==> src/rtl/vector_fifo.sv <==
// Multi-lane synchronous FIFO: all lanes share pointers and occupancy, with threshold flags and flush.
// Optional sticky overflow/underflow ports are enabled by defining VECTOR_FIFO_ERR_FLAGS_EN.
module vector_fifo #(
  parameter int unsigned DATA_WIDTH = 32,
  parameter int unsigned DEPTH      = 16,
  parameter int unsigned ARRAY_SIZE = 3,
  parameter int unsigned AF_LEVEL   = DEPTH - 2,
  parameter int unsigned AE_LEVEL   = 2,
  localparam int unsigned CW        = $clog2(DEPTH + 1)
) (
  input  logic                             clock,
  input  logic                             reset,
  input  logic                             flush,
  input  logic                             wr_en,
  input  logic [ARRAY_SIZE*DATA_WIDTH-1:0] din,
  output logic                             full,
  output logic                             almost_full,
  input  logic                             rd_en,
  output logic [ARRAY_SIZE*DATA_WIDTH-1:0] dout,
  output logic                             dout_valid,
  output logic                             empty,
  output logic                             almost_empty,
  output logic [CW-1:0]                    count
`ifdef VECTOR_FIFO_ERR_FLAGS_EN
  ,
  output logic                             overflow,
  output logic                             underflow
`endif
);

  localparam int unsigned AW = (DEPTH > 1) ? $clog2(DEPTH) : 1;
  localparam int unsigned VW = ARRAY_SIZE * DATA_WIDTH;

  logic [VW-1:0] r_mem [DEPTH];
  logic [AW-1:0] r_wr_ptr;
  logic [AW-1:0] r_rd_ptr;
  logic [CW-1:0] r_count;
  logic          r_full;
  logic          r_almost_full;
  logic          r_empty;
  logic          r_almost_empty;
  logic [VW-1:0] r_dout;
  logic          r_dout_valid;

  logic          w_wr_acc;
  logic          w_rd_acc;
  logic [CW-1:0] w_count_nxt;
  logic [VW-1:0] w_rd_raw;
  logic [VW-1:0] w_rd_scrub;

  assign w_wr_acc = wr_en & ~r_full;
  assign w_rd_acc = rd_en & ~r_empty;
  assign w_rd_raw = r_mem[r_rd_ptr];

  // Occupancy target for this edge; reset and flush both return to an empty FIFO.
  always_comb begin
    w_count_nxt = r_count;
    if (reset || flush) begin
      w_count_nxt = '0;
    end else if (w_wr_acc && !w_rd_acc) begin
      w_count_nxt = r_count + CW'(1);
    end else if (w_rd_acc && !w_wr_acc) begin
      w_count_nxt = r_count - CW'(1);
    end
  end

  // Unknown storage bits never escape onto dout.
  always_comb begin
    w_rd_scrub = '0;
    for (int b = 0; b < int'(VW); b++) begin
      w_rd_scrub[b] = (w_rd_raw[b] === 1'b1);
    end
  end

  always_ff @(posedge clock) begin
    if (w_wr_acc && !reset && !flush) begin
      r_mem[r_wr_ptr] <= din;
    end
  end

  // Pointers, occupancy and flags; flags are registered from the next occupancy.
  always_ff @(posedge clock) begin
    if (reset || flush) begin
      r_wr_ptr <= '0;
      r_rd_ptr <= '0;
    end else begin
      if (w_wr_acc) r_wr_ptr <= r_wr_ptr + AW'(1);
      if (w_rd_acc) r_rd_ptr <= r_rd_ptr + AW'(1);
    end
    r_count        <= w_count_nxt;
    r_full         <= (w_count_nxt == CW'(DEPTH));
    r_empty        <= (w_count_nxt == '0);
    r_almost_full  <= (32'(w_count_nxt) >= AF_LEVEL);
    r_almost_empty <= (32'(w_count_nxt) <= AE_LEVEL);
  end

  // Flush keeps the last popped word visible; only reset clears it.
  always_ff @(posedge clock) begin
    if (reset) begin
      r_dout       <= '0;
      r_dout_valid <= 1'b0;
    end else if (flush) begin
      r_dout_valid <= 1'b0;
    end else if (w_rd_acc) begin
      r_dout       <= w_rd_scrub;
      r_dout_valid <= 1'b1;
    end else begin
      r_dout_valid <= 1'b0;
    end
  end

  assign full         = r_full;
  assign almost_full  = r_almost_full;
  assign empty        = r_empty;
  assign almost_empty = r_almost_empty;
  assign count        = r_count;
  assign dout         = r_dout;
  assign dout_valid   = r_dout_valid;

`ifdef VECTOR_FIFO_ERR_FLAGS_EN
  logic r_overflow;
  logic r_underflow;

  // Sticky illegal-request flags, cleared only by reset or flush.
  always_ff @(posedge clock) begin
    if (reset || flush) begin
      r_overflow  <= 1'b0;
      r_underflow <= 1'b0;
    end else begin
      if (wr_en && r_full)  r_overflow  <= 1'b1;
      if (rd_en && r_empty) r_underflow <= 1'b1;
    end
  end

  assign overflow  = r_overflow;
  assign underflow = r_underflow;
`endif

endmodule

==> config.mk <==
export PLATFORM = sky130hd
export DESIGN_NAME = vector_fifo
export DESIGN_NICKNAME = d
export VERILOG_FILES = /design/src/rtl/vector_fifo.sv
export SDC_FILE = /design/constraint.sdc
export NUM_CORES = 1
export LEC_CHECK = 0
export ABC_AREA = 1
export BUFFER_PORTS_ARGS = -buffer_cell sky130_fd_sc_hd__buf_4
export CORE_MARGIN = 2
export CORE_UTILIZATION = 40
export CTS_CLUSTER_DIAMETER = 30
export CTS_CLUSTER_SIZE = 12
export DETAILED_ROUTE_END_ITERATION = 16
export SYNTH_ARGS = -nofsm -noshare
export SYNTH_HDL_FRONTEND = slang
export SYNTH_SLANG_ARGS = --single-unit
==> constraint.sdc <==
create_clock -name clock -period 12.8 [get_ports clock]
set_input_delay 1.92 -clock clock [delete_from_list [all_inputs] [get_ports clock]]
set_output_delay 1.92 -clock clock [all_outputs]
set_load 0.01 [all_outputs]
==> impl_metrics.py, run 1 <==
metrics = {
    "pwr": {
        "p_sw_mw": 3.28,
        "p_per_area_nw_per_um2": 192,
        "p_int_mw": 12.7,
        "power_leakage_nw": 30.2,
        "combPwrFrac_pct": 3.2,
        "switching_share_pct": 20.5,
        "clkPwrFrac_pct": 59.4,
        "ir_drop_mv": 0.153,
        "pwr-share-seq_pct": 37.4,
    },
    "yosys": {
        "synth_ff_type": "edfxtp_1",
        "yosysSeqAreaShare_pct": 71.7,
        "muxShareOfSynthArea_pct": 0,
        "async_flop_share_pct": 0,
        "synth_cell_types": 26,
        "ys_seq_elements": 1654,
        "synth_top_family_by_area": "compound AO/OA/AOI/OAI gates",
        "synth_xor_area_share_pct": 0.0259,
        "netlist_area_sq_um": 67600,
        "synth_nets": 5609,
        "synthCells": 5501,
        "avgSynthCellArea_sq_um": 12.3,
        "yosys.area.top_type": "edfxtp_1",
        "synthSimpleGateAreaFrac_pct": 8.21,
        "synth_compound_area_share_pct": 11.5,
        "yosysWarnings": 0,
        "synth_fa_ha_area_share_pct": 0.130,
        "synth_area_leaders": "edfxtp_1 68%, inv_1 5.5%, nand3_1 5.1%, a21oi_1 3.6%, dfxtp_1 3.5%",
        "yosys.area.top_type_share_pct": 68.3,
        "synth_edf_count": 1536,
    },
    "die": {
        "core_sq_um": 167000,
        "die_w_microns": 415,
        "rows": 150,
        "die_area_sq_um": 172000,
        "die_h_microns": 415,
        "pin_count": 207,
        "start_util_pct": 40.4,
    },
    "cts": {
        "cts.sinks": 1654,
        "holdBufCountCts": 0,
        "tritoncts": "yes",
        "cts_resized": 0,
        "post-cts-setup-buffer-count": 0,
        "clock_latency_ps": 930,
        "cts.clk_slew.worst_paths_ps": 50,
        "cts_buffers": 372,
        "cts_max_level": 5,
        "clk_path_buf_depth": 4,
        "cts_root_buf": "clkbuf_16",
    },
    "sta": {
        "tightest_slew_ps": 1240,
        "clock_skew_ps": 81.8,
        "max-slew-margin-rel_pct": 17.5,
        "rsz0062_at_grt": "false",
        "timing.setup.tns_ps": 0,
        "finalCritPeriodShare_pct": 36.8,
        "max_freq_mhz": 212,
        "drv_slew": 0,
        "hold_violations": 0,
        "finalSetupViolCount": 0,
        "finalCriticalPeriod_ps": 4710,
    },
    "job": {
        "max-cap-violations": 0,
    },
    "critical_path": {
        "reg2reg_slack_ps": 8350,
        "critPathKind": "primary input to register",
        "reg2reg_to": "dout[7]",
        "endpoint": "r_mem[6][10]",
        "critPathMaxFanout": 43,
        "cp.required_ps": 13270,
        "cp.arrival_ps": 5180,
        "startpoint_type": "primary input",
        "end_kind": "register",
        "ff2ff_path_depth": 10,
        "crit_start": "wr_en",
    },
    "grt": {
        "grt_pass1_vias": 41700,
        "gr-total-overflow": 0,
        "track_usage_pct": 18.8,
        "grt_max_degree": 245,
        "grt_pass1_wl_mm": 250,
        "antenna_found_initial": 11,
    },
    "detailed_routing": {
        "ant_nets": 0,
        "drcViolationCount": 0,
        "drtPass1Iterations": 5,
        "num_vias": 42100,
        "routed_wl_mm": 165,
        "drtIter0Drc": 3642,
        "via_per_inst": 5.08,
        "avgRoutedWirePerCell_microns": 19.9,
    },
    "cells_and_area": {
        "fin_util_pct": 49.7,
        "drive_gt1_share_pct": 16.0,
        "nets": 5901,
        "syn_to_final_growth_pct": 23.2,
    },
    "status": {
        "status": "finished, final reports clean",
    },
    "place": {
        "numPortBuffers": 206,
        "globalplace.congestion": 0.734,
        "hpwl_mm": 83.4,
    },
    "min_path": {
        "hold_path_class": "register to register",
    },
}
## registers in the layout, summed over array words and instances (netlist names), named ones only
register and count:
dout_valid 1, r_wr_ptr 4, count 5, r_rd_ptr 4, almost_full 1, dout 96, empty 1, r_mem 1536
full 1, almost_empty 1
## metal layers
layer | share of wire, % | up-vias | GRT usage [%]
li1 | - | 20000 | -
met1 | 42 | 20600 | 23.8
met2 | 50 | 1134 | 31.9
met3 | 5.2 | 325 | 3.85
met4 | 2.6 | 10 | 6.58
met5 | 0.032 | - | 0
## placed cells by master, fill, tap and decap left out, drive strengths merged
cell type,count
dfxtp,118
diode,3
a21oi,486
clkinvlp,30
o211ai,384
nand2,511
bufinv,60
nand3,689
nand3b,1
edfxtp,1536
xor2,2
o21ai,387
buf,269
nand4,3
nor2,35
inv,1007
ha,7
nor3,4
clkbuf,427
clkinv,129
## synthesized netlist by cell type (2+ instances only)
library cell / number
o21ai_1: 96
nand3_1: 689
nand4_1: 3
buf_1: 25
edfxtp_1: 1536
o21ai_0: 291
nor2_1: 34
xor2_1: 2
nor3_1: 4
nand2_1: 510
clkbuf_1: 161
dfxtp_1: 118
buf_4: 22
inv_1: 985
o211ai_1: 284
o211ai_2: 100
ha_1: 7
a21oi_1: 486
buf_2: 79
buf_6: 63
## power groups by stage
stage / registers, mW / clock network (mW) / logic, mW
finish: 5.98 / 9.50 / 0.513
global placement: 6.07 / 0 / 0.510
global route: 5.98 / 9.93 / 0.573
detailed placement: 6.08 / 0 / 0.518
floorplan: 6.08 / 0 / 0.300
CTS: 5.98 / 9.65 / 0.521
## worst min path at each step
stage                            from        to  slack (ps)  depth (start not counted)
final                     r_rd_ptr[2]  register         490                          2
after global routing      r_rd_ptr[2]  register         510                          2
after CTS                 r_rd_ptr[2]  register         490                          2
after detailed placement  r_rd_ptr[2]  register         470                          2
after global placement    r_rd_ptr[2]  register         460                          2
after floorplan           r_rd_ptr[2]  register         450                          2
## cell type report
type	instances	area [sq um]
Timing Repair Buffer	269	2100
Multi-Input combinational cell	2509	13500
Tap cell	2204	2760
Sequential cell	1654	48500
Clock inverter	239	2920
Fill cell	14300	84200
Clock buffer	427	9710
Antenna cell	3	7.51
Inverter	987	3720
## cells by family (layout without fill, tap and decap cells)
logic type / after synthesis / count (layout)
xor gates and xnor gates: 2 / 2
DFF: 1654 / 1654
buffers and inverters: 1338 / 1922
AOI/OAI and AO/OA: 1257 / 1257
other: 0 / 3
and+or+nand+nor: 1243 / 1243
adders and majority gates: 7 / 7
## metrics by stage
step / power [mW] / std cells / hold WS (ps) / area (sq um) / setup slack, ps
after global placement: 6.58 / 7623 / 457 / 70600 / 7120
after CTS: 16.1 / 8289 / 485 / 83200 / 8000
after detailed placement: 6.59 / 7623 / 466 / 70600 / 7080
final: 16.0 / 8292 / 490 / 83200 / 8090
after floorplan: 6.38 / 5501 / 447 / 67600 / 5550
after global routing: 16.5 / 8290 / 514 / 83200 / 7890
## worst max-delay path: stages
cell and delay (ps):
buf_4 90, inv_1 30, nor2_1 460, nand2_1 400, nor2_4 800, buf_4 540, buf_4 820
Note: power is estimated with default switching activity, not from simulation.
==> run 2: changes to the inputs <==
==> constraint.sdc (replaced) <==
create_clock -name clock -period 4.9 [get_ports clock]
set_input_delay 0.735 -clock clock [delete_from_list [all_inputs] [get_ports clock]]
set_output_delay 0.735 -clock clock [all_outputs]
set_load 0.01 [all_outputs]
==> impl_metrics.py, run 2 (synthesized netlist as in run 1, its figures left out) <==
metrics = {
    "critical_path": {
        "crit_slowest_cell": "dfxtp_4",
        "ff2ff_path_depth": 9,
        "startpoint_type": "register",
        "critPathKind": "register to register",
        "worst_path_largest_cell_delay_ps": 930,
        "reg2reg_slack_ps": 2100,
        "path_cells": "buf_4 > buf_12 > a21oi_1 > o21ai_0 > nand3_1 > nand3_1 > nand3_1 > nand2_1 > inv_1",
        "end_kind": "register",
        "critPathMaxFanout": 123,
        "cp.required_ps": 5670,
        "reg2reg_to": "dout[85]",
        "crit_family": "flip-flops",
        "cp.arrival_ps": 3570,
        "path_buf_inv": 3,
        "cp_common_cell": "nand3_1",
    },
    "detailed_routing": {
        "drtPass1Iterations": 5,
        "routed_wl_mm": 166,
        "ant_nets": 0,
        "num_vias": 42100,
        "via_per_inst": 5.07,
        "drcViolationCount": 0,
        "avgRoutedWirePerCell_microns": 20.0,
        "drtIter0Drc": 3738,
    },
    "cells_and_area": {
        "final_cell_mix": "1536 x edfxtp_1, 984 x inv_1, 689 x nand3_1, 510 x nand2_1, 486 x a21oi_1",
        "mostFrequentLayoutCell": "edfxtp_1",
        "largest_register_ffs": 1536,
        "nFillCells": 14300,
        "drive_gt1_share_pct": 16.3,
        "fin_cells": 8305,
        "stdcell_area_sq_um": 83600,
        "nets": 5926,
        "largest-register": "r_mem",
        "syn_to_final_growth_pct": 23.6,
        "fin_util_pct": 49.9,
    },
    "grt": {
        "track_usage_pct": 18.9,
        "antenna_found_initial": 10,
        "gr-total-overflow": 0,
        "grt_pass1_vias": 41300,
        "grt_pass1_wl_mm": 251,
        "grt_max_degree": 177,
    },
    "cts": {
        "tritoncts": "yes",
        "cts_resized": 0,
        "cts_max_level": 5,
        "cts.clk_slew.worst_paths_ps": 50,
        "holdBufCountCts": 0,
        "cts_buffers": 364,
        "clock_latency_ps": 950,
        "post-cts-setup-buffer-count": 0,
        "cts_root_buf": "clkbuf_16",
        "clk_path_buf_depth": 4,
        "cts.sinks": 1654,
    },
    "place": {
        "dp_slack_ps": 1630,
        "numPortBuffers": 206,
        "placedInstanceArea_sq_um": 71300,
        "dp.cells": 7656,
        "hpwl_mm": 84.6,
        "globalplace.congestion": 0.757,
    },
    "min_path": {
        "hold_depth": 1,
        "holdPathEnd": "r_mem[0][82]",
        "hold_start": "din[82]",
        "hold_path_class": "primary input to register",
    },
    "die": {
        "die_w_microns": 415,
        "start_util_pct": 40.4,
        "die_area_sq_um": 172000,
        "die_h_microns": 415,
        "pin_count": 207,
        "rows": 150,
        "core_sq_um": 167000,
    },
    "sta": {
        "max_freq_mhz": 357,
        "rsz0062_at_grt": "false",
        "drv_slew": 0,
        "setup_slack_ps": 2100,
        "hold_violations": 0,
        "finalCriticalPeriod_ps": 2800,
        "max-slew-margin-rel_pct": 31.3,
        "clock_skew_ps": 95.4,
        "finalCritPeriodShare_pct": 57.2,
        "tightest_slew_ps": 1030,
        "finalSetupViolCount": 0,
    },
    "pwr": {
        "power_leakage_nw": 30.2,
        "ir_drop_mv": 0.383,
        "p_per_area_nw_per_um2": 493,
    },
    "job": {
        "max-cap-violations": 0,
    },
    "status": {
        "status": "finished, final reports clean",
    },
}
run 2: per-stage QoR:
stage | setup TNS [ps] | power [mW] | hold WS (ps)
floorplan | -1792720 | 16.7 | 447
global placement | 0 | 17.2 | 461
detailed placement | 0 | 17.2 | 469
CTS | 0 | 41.6 | 49.6
global route | 0 | 42.4 | 87.0
finish | 0 | 41.2 | 113
run 2: cell type report:
cell class | instances | area, sq um | area share, %
well taps | 2204 | 2760 | 3.30
diodes | 1 | 2.50 | 0.00300
flip-flops and latches | 1654 | 48500 | 58.1
inverters | 987 | 3720 | 4.46
clock buffers | 399 | 9300 | 11.1
repair buffers | 302 | 2760 | 3.30
clock inverters | 249 | 2970 | 3.56
multi-input cells | 2509 | 13500 | 16.2
run 2: layer usage:
layer | GRT usage (%) | wire length (microns) | vias to the layer above
met5 | 0 | 65 | -
met2 | 31.9 | 82600 | 1190
li1 | - | - | 20100
met1 | 24.4 | 70800 | 20500
met3 | 3.57 | 9160 | 303
met4 | 6.42 | 3770 | 12
run 2: power by group:
part	total [mW]	switching, mW	internal [mW]
clock	24.2	7.59	16.7
sequential	15.6	0.0601	15.6
combinational	1.36	0.917	0.443
total	41.2	8.56	32.7
run 2: how the worst max path moves through the flow:
stage / from / end / slack [ps] / cells past startpoint
final: register / dout[85] / 2100 / 9
after global routing: register / dout[85] / 1880 / 9
after floorplan: reset / r_mem[0][0] / -1170 / 5
after CTS: register / dout[85] / 2050 / 9
after detailed placement: wr_en / r_mem[7][8] / 1630 / 6
after global placement: wr_en / r_mem[7][8] / 1640 / 6
